===== src/rtl/fetch_pkg.sv =====
// Shared fetch-stage constants: redirect kinds, im window defaults and the PC window check.
package fetch_pkg;

  localparam logic [1:0] KIND_BR  = 2'd0;
  localparam logic [1:0] KIND_J   = 2'd1;
  localparam logic [1:0] KIND_JR  = 2'd2;
  localparam logic [1:0] KIND_RSV = 2'd3;

  localparam logic [31:0] DEF_RESET_PC = 32'h0040_0000;
  localparam int unsigned DEF_IM_AW    = 11;
  localparam int unsigned DEF_IM_DEPTH = 2048;

  // Word-aligned and inside [base, base + win_bytes); the offset compare also rejects wrap-around.
  function automatic logic addr_ok(input logic [31:0] addr, input logic [31:0] base,
                                   input logic [31:0] win_bytes);
    logic [31:0] off;
    off = addr - base;
    return (addr[1:0] == 2'b00) && (addr >= base) && (off < win_bytes);
  endfunction

endpackage


===== src/rtl/if_npc.sv =====
// Next-PC target computation for BR/J/JR redirects, plus the im window/alignment check.
module if_npc
  import fetch_pkg::*;
#(
  parameter logic [31:0] RESET_PC = DEF_RESET_PC,
  parameter int unsigned IM_DEPTH = DEF_IM_DEPTH
) (
  input  logic [1:0]  kind_i,
  input  logic [31:0] base_i,
  input  logic [15:0] imm16_i,
  input  logic [25:0] idx26_i,
  input  logic [31:0] reg_i,
  output logic [31:0] target_o,
  output logic        bad_o
);

  localparam logic [31:0] WinBytes = 32'(4 * IM_DEPTH);

  logic [31:0] base4;

  always_comb begin
    base4    = base_i + 32'd4;
    target_o = '0;
    case (kind_i)
      KIND_BR: target_o = base4 + {{14{imm16_i[15]}}, imm16_i, 2'b00};
      KIND_J:  target_o = {base4[31:28], idx26_i, 2'b00};
      KIND_JR: target_o = reg_i;
      default: target_o = '0;
    endcase
    bad_o = !addr_ok(target_o, RESET_PC, WinBytes);
  end

endmodule


===== src/rtl/if_fetch.sv =====
// Instruction-fetch stage: PC, one-entry fetch register with valid/ready to decode,
// redirect/flush handling and a sticky fault on a bad PC.
module if_fetch
  import fetch_pkg::*;
#(
  parameter logic [31:0] RESET_PC = DEF_RESET_PC,
  parameter int unsigned IM_AW    = DEF_IM_AW,
  parameter int unsigned IM_DEPTH = DEF_IM_DEPTH
) (
  input  logic             clk,
  input  logic             rst,
  output logic [IM_AW-1:0] im_addr,
  input  logic [31:0]      im_inst,
  output logic             out_valid,
  input  logic             out_ready,
  output logic [31:0]      out_inst,
  output logic [31:0]      out_pc,
  output logic [31:0]      out_pc4,
  input  logic             redir_valid,
  input  logic [1:0]       redir_kind,
  input  logic [31:0]      redir_base,
  input  logic [15:0]      redir_imm16,
  input  logic [25:0]      redir_idx26,
  input  logic [31:0]      redir_reg,
  output logic             fault
);

  logic [31:0] pc_q, pc_d;
  logic [31:0] inst_q, inst_d;
  logic [31:0] opc_q, opc_d;
  logic [31:0] opc4_q, opc4_d;
  logic        valid_q, valid_d;
  logic        fault_q, fault_d;

  logic [31:0] redir_tgt;
  logic        redir_bad;
  logic [31:0] pc_cur;
  logic        pc_bad;
  logic [31:0] pc_off;
  logic        redir_take;
  logic        adv;

  if_npc #(
    .RESET_PC (RESET_PC),
    .IM_DEPTH (IM_DEPTH)
  ) u_redir_npc (
    .kind_i   (redir_kind),
    .base_i   (redir_base),
    .imm16_i  (redir_imm16),
    .idx26_i  (redir_idx26),
    .reg_i    (redir_reg),
    .target_o (redir_tgt),
    .bad_o    (redir_bad)
  );

  // Same check reused for the sequential PC: a JR "redirect" to pc_q passes it straight through.
  if_npc #(
    .RESET_PC (RESET_PC),
    .IM_DEPTH (IM_DEPTH)
  ) u_pc_chk (
    .kind_i   (KIND_JR),
    .base_i   (32'd0),
    .imm16_i  (16'd0),
    .idx26_i  (26'd0),
    .reg_i    (pc_q),
    .target_o (pc_cur),
    .bad_o    (pc_bad)
  );

  assign pc_off  = pc_cur - RESET_PC;
  assign im_addr = IM_AW'(pc_off >> 2);

  assign redir_take = redir_valid && (redir_kind != KIND_RSV);
  assign adv        = !fault_q && (!valid_q || out_ready);

  always_comb begin
    pc_d    = pc_q;
    inst_d  = inst_q;
    opc_d   = opc_q;
    opc4_d  = opc4_q;
    valid_d = valid_q;
    fault_d = fault_q;
    if (redir_take) begin
      // Flush wins over a same-cycle accept; the target still loads even if it is bad.
      pc_d    = redir_tgt;
      valid_d = 1'b0;
      fault_d = fault_q | redir_bad;
    end else if (adv) begin
      if (pc_bad) begin
        fault_d = 1'b1;
        valid_d = 1'b0;
      end else begin
        inst_d  = im_inst;
        opc_d   = pc_q;
        opc4_d  = pc_q + 32'd4;
        valid_d = 1'b1;
        pc_d    = pc_q + 32'd4;
      end
    end else if (valid_q && out_ready) begin
      valid_d = 1'b0;
    end
  end

  always_ff @(posedge clk) begin
    if (rst) begin
      pc_q    <= RESET_PC;
      inst_q  <= '0;
      opc_q   <= '0;
      opc4_q  <= '0;
      valid_q <= 1'b0;
      fault_q <= 1'b0;
    end else begin
      pc_q    <= pc_d;
      inst_q  <= inst_d;
      opc_q   <= opc_d;
      opc4_q  <= opc4_d;
      valid_q <= valid_d;
      fault_q <= fault_d;
    end
  end

  assign out_valid = valid_q;
  assign out_inst  = inst_q;
  assign out_pc    = opc_q;
  assign out_pc4   = opc4_q;
  assign fault     = fault_q;

endmodule


===== config.mk =====
export PLATFORM = sky130hd
export DESIGN_NAME = if_fetch
export DESIGN_NICKNAME = d
export VERILOG_FILES = /design/src/rtl/fetch_pkg.sv /design/src/rtl/if_npc.sv /design/src/rtl/if_fetch.sv
export SDC_FILE = /design/constraint.sdc
export NUM_CORES = 1
export LEC_CHECK = 0
export CAP_MARGIN = 5
export CORE_MARGIN = 2
export CORE_UTILIZATION = 50
export DETAILED_ROUTE_END_ITERATION = 10
export PLACE_DENSITY = 0.84
export SYNTH_ARGS = -nofsm -noshare
export SYNTH_HDL_FRONTEND = slang
export SYNTH_HIERARCHICAL = 1
export SYNTH_SLANG_ARGS = --single-unit

===== constraint.sdc =====
create_clock -name clk -period 5.36 [get_ports clk]
set_input_delay 0.804 -clock clk [delete_from_list [all_inputs] [get_ports clk]]
set_output_delay 0.804 -clock clk [all_outputs]
set_load 0.05 [all_outputs]

==> impl_metrics.ini, run 1 <==
[floorplanning]
die_w_um = 156
die_h_um = 156
die_area_um2 = 24400
design.core.area_um2 = 22700
ios = 253
rows = 55
start_util_pct = 51.1

[timing]
drv_slew = 0
finalSetupTns_ns = 0
hold_viol = 0
period_needed_ns = 4.90
relSlewSlack_pct = 21.7
setup_viol = 0
clock_skew_ns = 0.00976
post-route-period-util_pct = 91.5
worst_pin_slew_ns = 1.16
clock.fmax_ghz = 0.204
rsz0062_at_grt = no

[global_route]
grt_pass1_wl_mm = 62.0
grt_pass1_vias = 12400
grt.total_usage_pct = 31.5
top_usage_layer = met2
globalRouteOverflowTotal = 0
grt_use_met1_pct = 39.5
grt_util_met3_pct = 5.79
grt_start_max_net_pins = 123
use_met2_pct = 54.6
antenna_found_initial = 0

[routing]
drtAntennaViolNets = 0
initialDrtViolationCount = 1138
vias = 13400
drc = 0
first_pass_iters = 6
wl_mm = 39.6
viasPerCell = 5.85
wl_per_cell_um = 17.3

[clocking]
root_buffer = clkbuf_16
cts_sinks = 128
clk_latency_ns = 0.42
ctsResizeCount = 0
clk_transition_reported_paths_ns = 0.06
cts_buffers = 17
postCtsHoldBufs = 0
cts_tree = done
clockBufferDepth = 2
post_cts_buffers = 0
cts_max_level = 4

[critical_path]
endpoint_kind = flip-flop
path_max_fanout = 7
reg2reg_setup_slack_ns = 1.22
reg2reg_depth = 9
startpoint_type = input port
r2r_end = pc_q[21]
path_class = in2reg
cp.arrival_ns = 5.21
timing.rr.start = pc_q[18]
worstPathRequired_ns = 5.67

[hold_path]
hold_depth = 2
holdPathEnd = out_inst[18]
min_path_type = reg2reg
hp-start = out_inst[18]

[layout]
antenna_cells = 0
nets = 2197
stdcell_area_um2 = 15600
fin_util_pct = 68.9
area.growth.synth_to_final_pct = 34.8
drive_gt1_share_pct = 7.10

[run_status]
status = completed

[power]
power_density_nw_per_um2 = 204
p_leak_nw = 6.01
vdd_ir_drop_max_mv = 0.215

[place]
gp_congestion = 0.938
hpwlAfterDp_mm = 30.5
io_buffers = 252
place_area_um2 = 15000

[flow_run]
max_cap_violations = 0

[synth]
synthCells = 1590
synth.avg_cell_area_um2 = 7.29
netlist_area_um2 = 11600
ys_warn_count = 6
==> report_power, final <==
group,switching (W),internal [W]
Combinational,0.000522,0.000428
Sequential,0.0000650,0.000971
Clock,0.000434,0.000772
==> area by class of cell <==
type / instances / area, µm²
Fill cell: 1956 / 7070
Clock buffer: 21 / 470
Inverter: 32 / 121
Timing Repair Buffer: 315 / 3010
Clock inverter: 11 / 153
Tap cell: 285 / 357
Sequential cell: 128 / 2560
Multi-Input combinational cell: 1494 / 8970
==> placed cells by master (no fill, tap or decap), types with 35 or more instances in the layout <==
master / count
nand2_1: 265
clkdlybuf4s50_1: 251
conb_1: 170
a21oi_1: 132
dfxtp_1: 128
nor2_1: 108
o21ai_0: 104
xnor2_1: 74
ha_1: 63
buf_4: 63
nand3_1: 50
xor2_1: 43
nand4_1: 40
nor3_1: 35
==> worst max-delay path by stage <==
stage | start | endpoint | slack (ns) | cells past startpoint
after floorplan | redir_base[14] | fault | 0.45 | 21
after global routing | redir_base[11] | fault | 0.04 | 23
after detailed placement | redir_base[6] | fault | 0.05 | 19
final | redir_base[6] | fault | 0.46 | 19
after CTS | redir_base[6] | fault | 0.47 | 21
after global placement | redir_base[11] | fault | 0.12 | 21
==> per-stage QoR <==
step / hold slack, ns / setup slack, ns / std cells / total power (W)
2_1_floorplan: 0.445 / 0.447 / 1758 / 0.00165
3_3_place_gp: 0.441 / 0.118 / 2254 / 0.00193
3_5_place_dp: 0.447 / 0.0475 / 2254 / 0.00194
4_1_cts: 0.454 / 0.468 / 2286 / 0.00313
5_1_grt: 0.463 / 0.0419 / 2286 / 0.00333
6_report: 0.453 / 0.458 / 2286 / 0.00319
==> critical path, stage by stage <==
cell and delay (ns):
clkdlybuf4s50_1 0.49, and3_1 0.22, nand3_1 0.12, or2_2 0.37, xnor2_1 0.25, ha_1 0.30, a21oi_1 0.17, o21ai_0 0.16
a21o_1 0.21, a221oi_1 0.41, o31a_1 0.26, xor2_1 0.16, o21ai_0 0.12, nor4b_1 0.29, and4b_1 0.23, nand4b_1 0.07
or3_1 0.31, a211oi_1 0.20, nor2_1 0.07
==> metal layers <==
metal  up-vias  share of wire (%)
li1       6449                  -
met1      6114                 40
met2       694                 47
met3       108                9.2
met5         -                  0
met4         0                3.4
==> sequential cells by signal, summed over array words and instances, names as in the netlist <==
register   count
fault          1
out_inst      32
out_pc        32
out_pc4       30
out_valid      1
pc_q          32
(Power assumes the default switching activity.)
==> inputs of run 2 (changes only) <==
--- a/config.mk
+++ b/config.mk
@@ -8,6 +8,7 @@
 export CAP_MARGIN = 5
 export CORE_MARGIN = 2
 export CORE_UTILIZATION = 50
+export CTS_CLUSTER_SIZE = 10
 export DETAILED_ROUTE_END_ITERATION = 10
 export PLACE_DENSITY = 0.84
 export SYNTH_ARGS = -nofsm -noshare
==> results of run 2 <==
No change in the layout: final DEF, timing and power equal those of run 1.
==> inputs of run 3 (changes only) <==
--- a/config.mk
+++ b/config.mk
@@ -8,6 +8,7 @@
 export CAP_MARGIN = 5
 export CORE_MARGIN = 2
 export CORE_UTILIZATION = 50
+export CTS_BUF_LIST = sky130_fd_sc_hd__clkbuf_8
 export CTS_CLUSTER_SIZE = 10
 export DETAILED_ROUTE_END_ITERATION = 10
 export PLACE_DENSITY = 0.84
==> constraint.sdc (replaced) <==
create_clock -name clk -period 4.7 [get_ports clk]
set_input_delay 0.705 -clock clk [delete_from_list [all_inputs] [get_ports clk]]
set_output_delay 0.705 -clock clk [all_outputs]
set_load 0.05 [all_outputs]
==> run 3 against run 2 <==
  * Sequential power up 13%
  * Largest cell class unchanged
  * Highest routed layer unchanged
  * Non-clock buffer count up 103
  * Routed wire length up 1.6%
  * Worst setup slack worse by 0.28 ns
  * Via count up 2.9%
  * Clock power down 32%
  * Register-to-register slack worse by 0.66 ns
  * Power up 0.94%
==> impl_metrics.ini, run 3 (same netlist as run 1, synthesis figures left out) <==
[clocking]
clk_transition_reported_paths_ns = 0.07
clockBufferDepth = 2
postCtsHoldBufs = 0
cts_sinks = 128
cts_max_level = 4
root_buffer = clkbuf_8
cts_buffers = 17
cts_tree = done
clk_latency_ns = 0.44

[layout]
stdcell_area_um2 = 16400
final_common_cell = nand2_1
area.growth.synth_to_final_pct = 41.7
multi_input_area_um2 = 9240
fillers = 1842
antenna_cells = 0
nets = 2300
mostFrequentLayoutCells = 263 x nand2_1, 238 x clkdlybuf4s50_1, 170 x conb_1
seqCellArea_um2 = 2560
drive_gt1_share_pct = 13.4

[power]
p_leak_nw = 6.58
p_clk_share_pct = 25.5
vdd_ir_drop_max_mv = 0.169
swShare_pct = 34.6
power.switching_w = 0.00111
p_comb_share_pct = 38.1
p_seq_share_pct = 36.4
power_density_nw_per_um2 = 196
power.internal_w = 0.00211

[critical_path]
startpoint_type = input port
path_class = in2reg
endpoint_kind = flip-flop
worstPathRequired_ns = 5.04
cp.arrival_ns = 4.86
path_max_fanout = 4

[timing]
setup_viol = 0
timing.final.ws_setup_ns = 0.173
hold_viol = 0
fin_hold_ws_ns = 0.453
rsz0062_at_grt = no
worst_pin_slew_ns = 0.993
period_needed_ns = 4.53
clock.fmax_ghz = 0.221
drv_slew = 0
clock_skew_ns = 0.0108
relSlewSlack_pct = 33.2
post-route-period-util_pct = 96.3

[routing]
drc = 0
viasPerCell = 5.76
first_pass_iters = 7
vias = 13800
wl_mm = 40.2
wl_per_cell_um = 16.9
drtAntennaViolNets = 0
initialDrtViolationCount = 1043

[floorplanning]
ios = 253
die_h_um = 156
die_area_um2 = 24400
design.core.area_um2 = 22700
start_util_pct = 51.1
rows = 55
die_w_um = 156

[place]
hpwlAfterDp_mm = 31.1
place_area_um2 = 15700
io_buffers = 252
gp_congestion = 0.967
place_ws_ns = -0.638

[global_route]
grt.total_usage_pct = 31.7
globalRouteOverflowTotal = 0
grt_start_max_net_pins = 123
grt_pass1_wl_mm = 62.5
grt_pass1_vias = 12800
antenna_found_initial = 0

[hold_path]
min_path_type = reg2reg

[run_status]
status = completed

[flow_run]
max_cap_violations = 0
## run 3: changes by cell type in the layout (fill, tap and decap cells not counted), moves of 6 or more
cell / change
buf_4: +101
clkbuf_8: +19
clkbuf_16: -17
clkdlybuf4s50_1: -13
dlymetal6s2s_1: +13
nand3_1: -6
o21ai_0: -6
## run 3: power by group through the flow
| stage | clock network (W) | registers (W) | logic [W] |
|---|---|---|---|
| after CTS | 0.000830 | 0.00117 | 0.00111 |
| after global placement | 0 | 0.00119 | 0.00109 |
| final | 0.000823 | 0.00117 | 0.00123 |
| after global routing | 0.000879 | 0.00117 | 0.00134 |
| after detailed placement | 0 | 0.00119 | 0.00110 |
| after floorplan | 0 | 0.00116 | 0.000729 |
## run 3: what timing repair did
| item | 4_1_cts | 5_1_grt |
|---|---|---|
| resized for setup | 11 | 62 |
| pin swaps | 8 | 50 |
| setup buffers | 5 | 11 |
| hold endpoints to repair | 0 | 0 |
| endpoints found under the setup margin | 2 | 3 |
## run 3: area by class of cell
cell class,count,share of cell area [%]
clock buffer,22,1.84
clock inverter,7,0.236
inverter,32,0.738
multi-input combinational,1494,56.2
sequential,128,15.6
tap,285,2.17
timing repair buffer,418,23.2
## run 3: metrics by stage
stage / utilization [%] / TNS, ns / std cells / power (W)
2_1_floorplan: - / 0 / 1758 / 0.00188
3_5_place_dp: 69.1 / -2.03 / 2341 / 0.00229
4_1_cts: 70.9 / 0 / 2375 / 0.00311
5_1_grt: 72.4 / 0 / 2386 / 0.00339
3_3_place_gp: 69.1 / -1.52 / 2341 / 0.00228
6_report: 72.4 / 0 / 2386 / 0.00322
## run 3: routing by layer
layer  track usage [%]  part of all wire [%]
met5                 0                     0
met4              13.8                   4.1
met3              6.62                   9.1
met2              53.9                    47
met1              38.6                    40
## run 3: path summary, 6_finish.rpt
path              slack (ns)         to  cells after the start           start
hold reg to reg         0.45  out_pc[4]                      2       out_pc[4]
hold / removal          0.45  out_pc[4]                      2       out_pc[4]
setup / recovery        0.17      fault                     20  redir_base[15]
setup reg to reg        0.56   pc_q[21]                     12         pc_q[0]
## run 3: critical path: stages
cell             delay [ns]
clkdlybuf4s50_1        0.52
nand3_4                0.09
or2_4                  0.30
nor4_4                 0.28
buf_4                  0.18
nand2_1                0.06
xnor2_1                0.14
ha_1                   0.34
a21o_1                 0.19
a31oi_1                0.07
or3b_4                 0.42
nand3b_1               0.12
o22ai_2                0.10
xor2_1                 0.19
o211ai_2               0.13
and4b_1                0.26
nand4b_1               0.11
or3_4                  0.39
a211oi_2               0.21
nor2_1                 0.05
